==> config.mk <==
export PLATFORM = sky130hd
export DESIGN_NAME = cc_apb_initiator
export DESIGN_NICKNAME = d
export VERILOG_FILES = /design/src/rtl/CC_ITF_PKG.sv /design/src/rtl/cc_apb_initiator.sv
export SDC_FILE = /design/constraint.sdc
export NUM_CORES = 1
export LEC_CHECK = 0
export ABC_CLOCK_PERIOD_IN_PS = 3900
export BUFFER_PORTS_ARGS = -buffer_cell sky130_fd_sc_hd__buf_2
export CORE_AREA = 2 2 168 170
export DETAILED_ROUTE_END_ITERATION = 16
export DIE_AREA = 0 0 170 172
export HOLD_SLACK_MARGIN = 0.03
export SYNTH_ARGS = -nofsm -noshare
export SYNTH_HDL_FRONTEND = slang
export SYNTH_SLANG_ARGS = --single-unit
export TNS_END_PERCENT = 20
==> constraint.sdc <==
create_clock -name clk_i -period 3.9 [get_ports clk_i]
set_input_delay 0.39 -clock clk_i [delete_from_list [all_inputs] [get_ports clk_i]]
set_output_delay 0.39 -clock clk_i [all_outputs]
set_load 0.05 [all_outputs]
==> src/rtl/CC_ITF_PKG.sv <==
`default_nettype none
// ============================================================================
// Package     : CC_ITF_PKG
// Description : Shared core-complex interface types. Holds the 32-bit APB
//               request/response structs, the APB initiator state encoding,
//               the default APB window constants and the responder-decode
//               helper used by cc_apb_initiator.
// Revision    : 1.0 - initial release
// ============================================================================
package CC_ITF_PKG;

  // Default APB window: responder i sits at BASE + i * 2**SIZE_LOG2.
  localparam logic [31:0] APB_BASE_ADDR_DEF     = 32'h1000_0000;
  localparam int unsigned APB_SLV_SIZE_LOG2_DEF = 12;

  // Width of a stored responder index; supports up to 256 responders.
  localparam int unsigned APB_IDX_W = 8;

  typedef struct packed {
    logic [31:0] paddr;
    logic [2:0]  pprot;
    logic        psel;
    logic        penable;
    logic        pwrite;
    logic [31:0] pwdata;
    logic [3:0]  pstrb;
  } apb_d32_req_t;

  typedef struct packed {
    logic        pready;
    logic [31:0] prdata;
    logic        pslverr;
  } apb_d32_resps_t;

  typedef enum logic [1:0] {
    ST_IDLE   = 2'd0,
    ST_SETUP  = 2'd1,
    ST_ACCESS = 2'd2,
    ST_RESP   = 2'd3
  } apb_init_state_e;

  typedef struct packed {
    logic                 hit;
    logic [APB_IDX_W-1:0] idx;
  } apb_dec_t;

  // Maps a byte address onto a responder index. A miss is reported for
  // addresses below the window, beyond the last responder, or not
  // word aligned. The explicit below-base test is needed because the
  // subtraction would otherwise wrap into a large, possibly valid, offset.
  function automatic apb_dec_t apb_decode(input logic [31:0] addr,
                                          input logic [31:0] base,
                                          input int unsigned size_log2,
                                          input int unsigned num_slv);
    logic [31:0] off;
    logic [31:0] idx32;
    apb_dec_t    d;
    off   = addr - base;
    idx32 = off >> size_log2;
    d.idx = idx32[APB_IDX_W-1:0];
    d.hit = (addr >= base) && (idx32 < num_slv) && (addr[1:0] == 2'b00);
    return d;
  endfunction

endpackage
`default_nettype wire

==> src/rtl/cc_apb_initiator.sv <==
`default_nettype none
// ============================================================================
// Module      : cc_apb_initiator
// Description : Single-outstanding APB initiator for the core-complex
//               peripheral bus. Accepts 32-bit load/store requests on a
//               valid/ready front end, decodes the target responder and runs
//               the APB SETUP/ACCESS sequence, returning read data and an
//               error flag on a valid/ready response channel.
// Options     : SOPHON_APB_TIMEOUT_EN - when defined, an ACCESS phase that
//               sees no pready for TIMEOUT_CYC cycles is abandoned with err=1.
// Ports       : clk_i, rst_i (async, active high)
//               req_valid_i/req_ready_o, req_addr_i, req_we_i, req_wdata_i,
//               req_be_i                          - request channel
//               rsp_valid_o/rsp_ready_i, rsp_rdata_o, rsp_err_o
//                                                 - response channel
//               apb_req_o[NUM_SLV], apb_rsp_i[NUM_SLV] - APB responder ports
// Revision    : 1.0 - initial release
// ============================================================================
module cc_apb_initiator
  import CC_ITF_PKG::*;
#(
  parameter int unsigned NUM_SLV       = 3,
  parameter logic [31:0] BASE_ADDR     = APB_BASE_ADDR_DEF,
  parameter int unsigned SLV_SIZE_LOG2 = APB_SLV_SIZE_LOG2_DEF,
  parameter int unsigned TIMEOUT_CYC   = 256
) (
  input  logic           clk_i,
  input  logic           rst_i,
  input  logic           req_valid_i,
  output logic           req_ready_o,
  input  logic [31:0]    req_addr_i,
  input  logic           req_we_i,
  input  logic [31:0]    req_wdata_i,
  input  logic [3:0]     req_be_i,
  output logic           rsp_valid_o,
  input  logic           rsp_ready_i,
  output logic [31:0]    rsp_rdata_o,
  output logic           rsp_err_o,
  output apb_d32_req_t   apb_req_o [NUM_SLV],
  input  apb_d32_resps_t apb_rsp_i [NUM_SLV]
);

  apb_init_state_e      state_q, state_d;
  logic                 ready_q, ready_d;
  logic [APB_IDX_W-1:0] idx_q,   idx_d;
  logic [31:0]          addr_q,  addr_d;
  logic                 we_q,    we_d;
  logic [31:0]          wdata_q, wdata_d;
  logic [3:0]           strb_q,  strb_d;
  logic [31:0]          rdata_q, rdata_d;
  logic                 err_q,   err_d;

  apb_dec_t             dec;
  apb_d32_resps_t       sel_rsp;

`ifdef SOPHON_APB_TIMEOUT_EN
  localparam int unsigned TMO_W = (TIMEOUT_CYC > 2) ? $clog2(TIMEOUT_CYC) : 1;
  logic [TMO_W-1:0]     tmo_q, tmo_d;
`endif

  assign dec = apb_decode(req_addr_i, BASE_ADDR, SLV_SIZE_LOG2, NUM_SLV);

  // Response of the responder currently addressed by the latched index.
  always_comb begin
    sel_rsp = '0;
    for (int i = 0; i < int'(NUM_SLV); i++) begin
      if (idx_q == APB_IDX_W'(i)) begin
        sel_rsp = apb_rsp_i[i];
      end
    end
  end

  // --------------------------------------------------------------------------
  // Next-state logic
  // --------------------------------------------------------------------------
  always_comb begin
    state_d = state_q;
    idx_d   = idx_q;
    addr_d  = addr_q;
    we_d    = we_q;
    wdata_d = wdata_q;
    strb_d  = strb_q;
    rdata_d = rdata_q;
    err_d   = err_q;
`ifdef SOPHON_APB_TIMEOUT_EN
    tmo_d   = tmo_q;
`endif

    unique case (state_q)
      ST_IDLE: begin
        if (req_valid_i && ready_q) begin
          rdata_d = '0;
          if (dec.hit) begin
            // Transfer fields are latched only for legal targets so that a
            // rejected request leaves every APB signal untouched.
            idx_d   = dec.idx;
            addr_d  = req_addr_i;
            we_d    = req_we_i;
            wdata_d = req_we_i ? req_wdata_i : 32'h0;
            strb_d  = req_we_i ? req_be_i    : 4'h0;
            err_d   = 1'b0;
            state_d = ST_SETUP;
          end else begin
            err_d   = 1'b1;
            state_d = ST_RESP;
          end
        end
      end

      ST_SETUP: begin
`ifdef SOPHON_APB_TIMEOUT_EN
        tmo_d   = '0;
`endif
        state_d = ST_ACCESS;
      end

      ST_ACCESS: begin
        if (sel_rsp.pready) begin
          // Writes and failed reads return zero data.
          rdata_d = (we_q || sel_rsp.pslverr) ? 32'h0 : sel_rsp.prdata;
          err_d   = sel_rsp.pslverr;
          state_d = ST_RESP;
        end
`ifdef SOPHON_APB_TIMEOUT_EN
        else if (tmo_q == TMO_W'(TIMEOUT_CYC - 1)) begin
          rdata_d = 32'h0;
          err_d   = 1'b1;
          state_d = ST_RESP;
        end else begin
          tmo_d   = tmo_q + 1'b1;
        end
`endif
      end

      ST_RESP: begin
        if (rsp_ready_i) begin
          state_d = ST_IDLE;
        end
      end

      default: begin
        state_d = ST_IDLE;
      end
    endcase

    // Ready is registered so it is low throughout reset and rises in the
    // first IDLE cycle.
    ready_d = (state_d == ST_IDLE);
  end

  // --------------------------------------------------------------------------
  // State registers
  // --------------------------------------------------------------------------
  always_ff @(posedge clk_i or posedge rst_i) begin
    if (rst_i) begin
      state_q <= ST_IDLE;
      ready_q <= 1'b0;
      idx_q   <= '0;
      addr_q  <= '0;
      we_q    <= 1'b0;
      wdata_q <= '0;
      strb_q  <= '0;
      rdata_q <= '0;
      err_q   <= 1'b0;
    end else begin
      state_q <= state_d;
      ready_q <= ready_d;
      idx_q   <= idx_d;
      addr_q  <= addr_d;
      we_q    <= we_d;
      wdata_q <= wdata_d;
      strb_q  <= strb_d;
      rdata_q <= rdata_d;
      err_q   <= err_d;
    end
  end

`ifdef SOPHON_APB_TIMEOUT_EN
  always_ff @(posedge clk_i or posedge rst_i) begin
    if (rst_i) begin
      tmo_q <= '0;
    end else begin
      tmo_q <= tmo_d;
    end
  end
`endif

  // --------------------------------------------------------------------------
  // Outputs: pure decodes of registered state, no input feed-through.
  // --------------------------------------------------------------------------
  assign req_ready_o = ready_q;
  assign rsp_valid_o = (state_q == ST_RESP);
  assign rsp_rdata_o = rdata_q;
  assign rsp_err_o   = err_q;

  for (genvar i = 0; i < int'(NUM_SLV); i++) begin : g_port
    logic sel;
    assign sel = (idx_q == APB_IDX_W'(i)) &&
                 ((state_q == ST_SETUP) || (state_q == ST_ACCESS));
    assign apb_req_o[i] = '{
      paddr:   addr_q,
      pprot:   3'b000,
      psel:    sel,
      penable: sel && (state_q == ST_ACCESS),
      pwrite:  we_q,
      pwdata:  wdata_q,
      pstrb:   strb_q
    };
  end

endmodule
`default_nettype wire

==> flow_metrics.tcl <==
set metrics [dict create \
    grt_max_degree 77 \
    insertion_delay_ns 0.36 \
    fmax_mhz 335 \
    vdd.ir_drop.worst_uv 345 \
    crit_chain "nor4_4 > nand3_1 > buf_4 > nor2_1 > buf_2" \
    grt_pass1_vias 5002 \
    fin_skew_ns 0.0128 \
    h-tree-depth 3 \
    nets 1067 \
    dp.final_hpwl_mm 16.5 \
    finalMaxSlewViolations 0 \
    overflow 0 \
    ant_nets 0 \
    cpPeakStageDelay_ns 0.53 \
    drive_gt1_share_pct 54.4 \
    post_cts_buffers 0 \
    wl_mm 20.9 \
    met2_usage_pct 24.4 \
    reg2regPathDepth 7 \
    cts.clk_slew.worst_paths_ns 0.08 \
    cts_inserted_buffers 9 \
    cp-end-kind "output pin" \
    cts_root_buffer "clkbuf_16" \
    busiest_layer "met2" \
    cp.required_ns 3.51 \
    synth_ff_type "dfrtp_1" \
    die_h_um 172 \
    finalSetupTns_ns 0 \
    r2r_start "state_q[0]$_DFF_PP0_" \
    syn-instance-count 629 \
    grt_use_met1_pct 15.9 \
    syn_area_mm2 0.00640 \
    relSlewSlack_pct 33.0 \
    finalHoldViolations 0 \
    synth_edf_count 0 \
    crit_buf_inv 2 \
    cp_top_family "simple AND/OR/NAND/NOR gates" \
    via_count 5314 \
    post-route-drc-count 0 \
    core_mm2 0.0275 \
    wl_per_cell_um 16.9 \
    max_cap_violations 0 \
    dieArea_mm2 0.0292 \
    antenna_found_initial 4 \
    startpoint_type "flop" \
    rsz0062_at_grt "false" \
    ys_ff_latch 105 \
    ios 432 \
    viasPerCell 4.28 \
    critPathKind "reg2out" \
    arrival_ns 2.60 \
    cts_tree "yes" \
    drtIter0Drc 199 \
    ctsResizeCount 0 \
    place.gp.congestion 0.797 \
    r2r-end "rsp_rdata_o[18]$_DFFE_PP0P_" \
    worstPathMaxFanout 24 \
    cp_slowest_cell "nand3_1" \
    die_w_um 170 \
    setup_violations 0 \
    dr.pass1.iters 4 \
    grt_pass1_wl_mm 29.7 \
    syn_avg_cell_area_um2 10.2 \
    leakagePower_uw 0.00424 \
    port_buffers 422 \
    final_common_cell "buf_2" \
    tightestPinTransition_ns 1.00 \
    rows 61 \
    clk_path_buf_depth 2 \
    ys_types 42 \
    post-route-period-util_pct 76.6 \
    grt_util_met3_pct 3.64 \
    async_flop_share_pct 100 \
    period_needed_ns 2.99 \
    postCtsHoldBufs 0 \
    synth.yosys.warnings 0 \
    status "completed" \
    p_per_area_mw_per_mm2 488 \
    whs_ns 0.237 \
    layout_common_cells "buf_2 (422), dfrtp_1 (104), inv_1 (41)" \
    area_growth_pct 25.5 \
    initial_core_util_pct 23.3 \
    seq_area_frac_synth_pct 41.0 \
    cts_sinks 105 \
    min_path_type "in2async" \
    grtUsageTotal_pct 13.6 \
    r2r_slack_ns 1.25 \
]
-- worst max-delay path by stage --
stage          cells past startpoint            startpoint                           to  slack, ns
4_1_cts                            5  idx_q[5]$_DFFE_PP0P_                apb_req_o[38]       0.90
6_report                           5  idx_q[5]$_DFFE_PP0P_                apb_req_o[38]       0.91
5_1_grt                            5  idx_q[5]$_DFFE_PP0P_                apb_req_o[37]       0.74
3_5_place_dp                       7  state_q[0]$_DFF_PP0_  rsp_rdata_o[18]$_DFFE_PP0P_       1.24
2_1_floorplan                      1                 rst_i        addr_q[0]$_DFFE_PP0P_       0.75
3_3_place_gp                       7  state_q[0]$_DFF_PP0_  rsp_rdata_o[19]$_DFFE_PP0P_       1.30
-- metal layers --
| metal | share of wire, % | vias up |
|---|---|---|
| met2 | 51 | 262 |
| met4 | 1.3 | 0 |
| met5 | 0 | - |
| met1 | 40 | 2520 |
| li1 | - | 2519 |
| met3 | 8.0 | 13 |
-- cells in the mapped netlist, types with 5 or more instances --
cell type	count	share of area, %
buf_4	153	18
mux2_1	13	2.3
o31ai_2	30	5.9
nand2_1	40	2.3
buf_2	8	0.63
mux2i_1	38	5.9
ha_1	5	0.98
nor2b_1	20	2.0
clkbuf_1	25	1.5
o211ai_1	32	3.8
inv_1	42	2.5
o221ai_1	32	4.4
nand3_1	6	0.47
nand2b_1	34	3.3
nor2_1	6	0.35
dfrtp_1	105	41
-- power breakdown --
part | leakage, uW | internal, uW | switching (uW)
registers | 0.00126 | 1240 | 99.0
clock network | 0.000134 | 440 | 456
logic | 0.00284 | 427 | 1260
-- sequential cells by signal, indices dropped and copies added (netlist names) --
name / flops
rsp_err_o: 1
addr_q: 25
we_q: 1
wdata_q: 32
strb_q: 4
rsp_rdata_o: 32
state_q: 2
idx_q: 7
req_ready_o: 1
-- cell type report --
class                   instances  area (um^2)
flip-flops and latches        105         2630
diodes                          4         10.0
multi-input cells             300         2350
clock buffers                   9          225
inverters                      42          160
well taps                     346          433
repair buffers                429         2180
clock inverters                 7         53.8
fillers                      2931        19400
-- logic make-up (layout without fill, tap and decap cells) --
group           after synthesis  in the layout  synth area share, %
compound gates              109            109                 15.9
fa+ha+maj                     5              5                0.977
buf+inv                     232            487                 23.1
flops                       105            105                 41.0
mux                          51             51                 8.22
other cells                   1             13               0.0585
simple gates                126            126                 10.8
-- through the flow --
step	setup WS, ns	utilization (%)	cells	instance area, um^2	power (uW)
after floorplan	0.749	-	637	6430	2610
after CTS	0.901	29.2	1238	8030	3980
after global placement	1.30	28.2	1222	7750	3040
after detailed placement	1.24	28.2	1222	7750	3060
final	0.913	29.3	1242	8040	3920
after global routing	0.739	29.2	1239	8030	4130
Note: power is estimated with default switching activity, not from simulation.
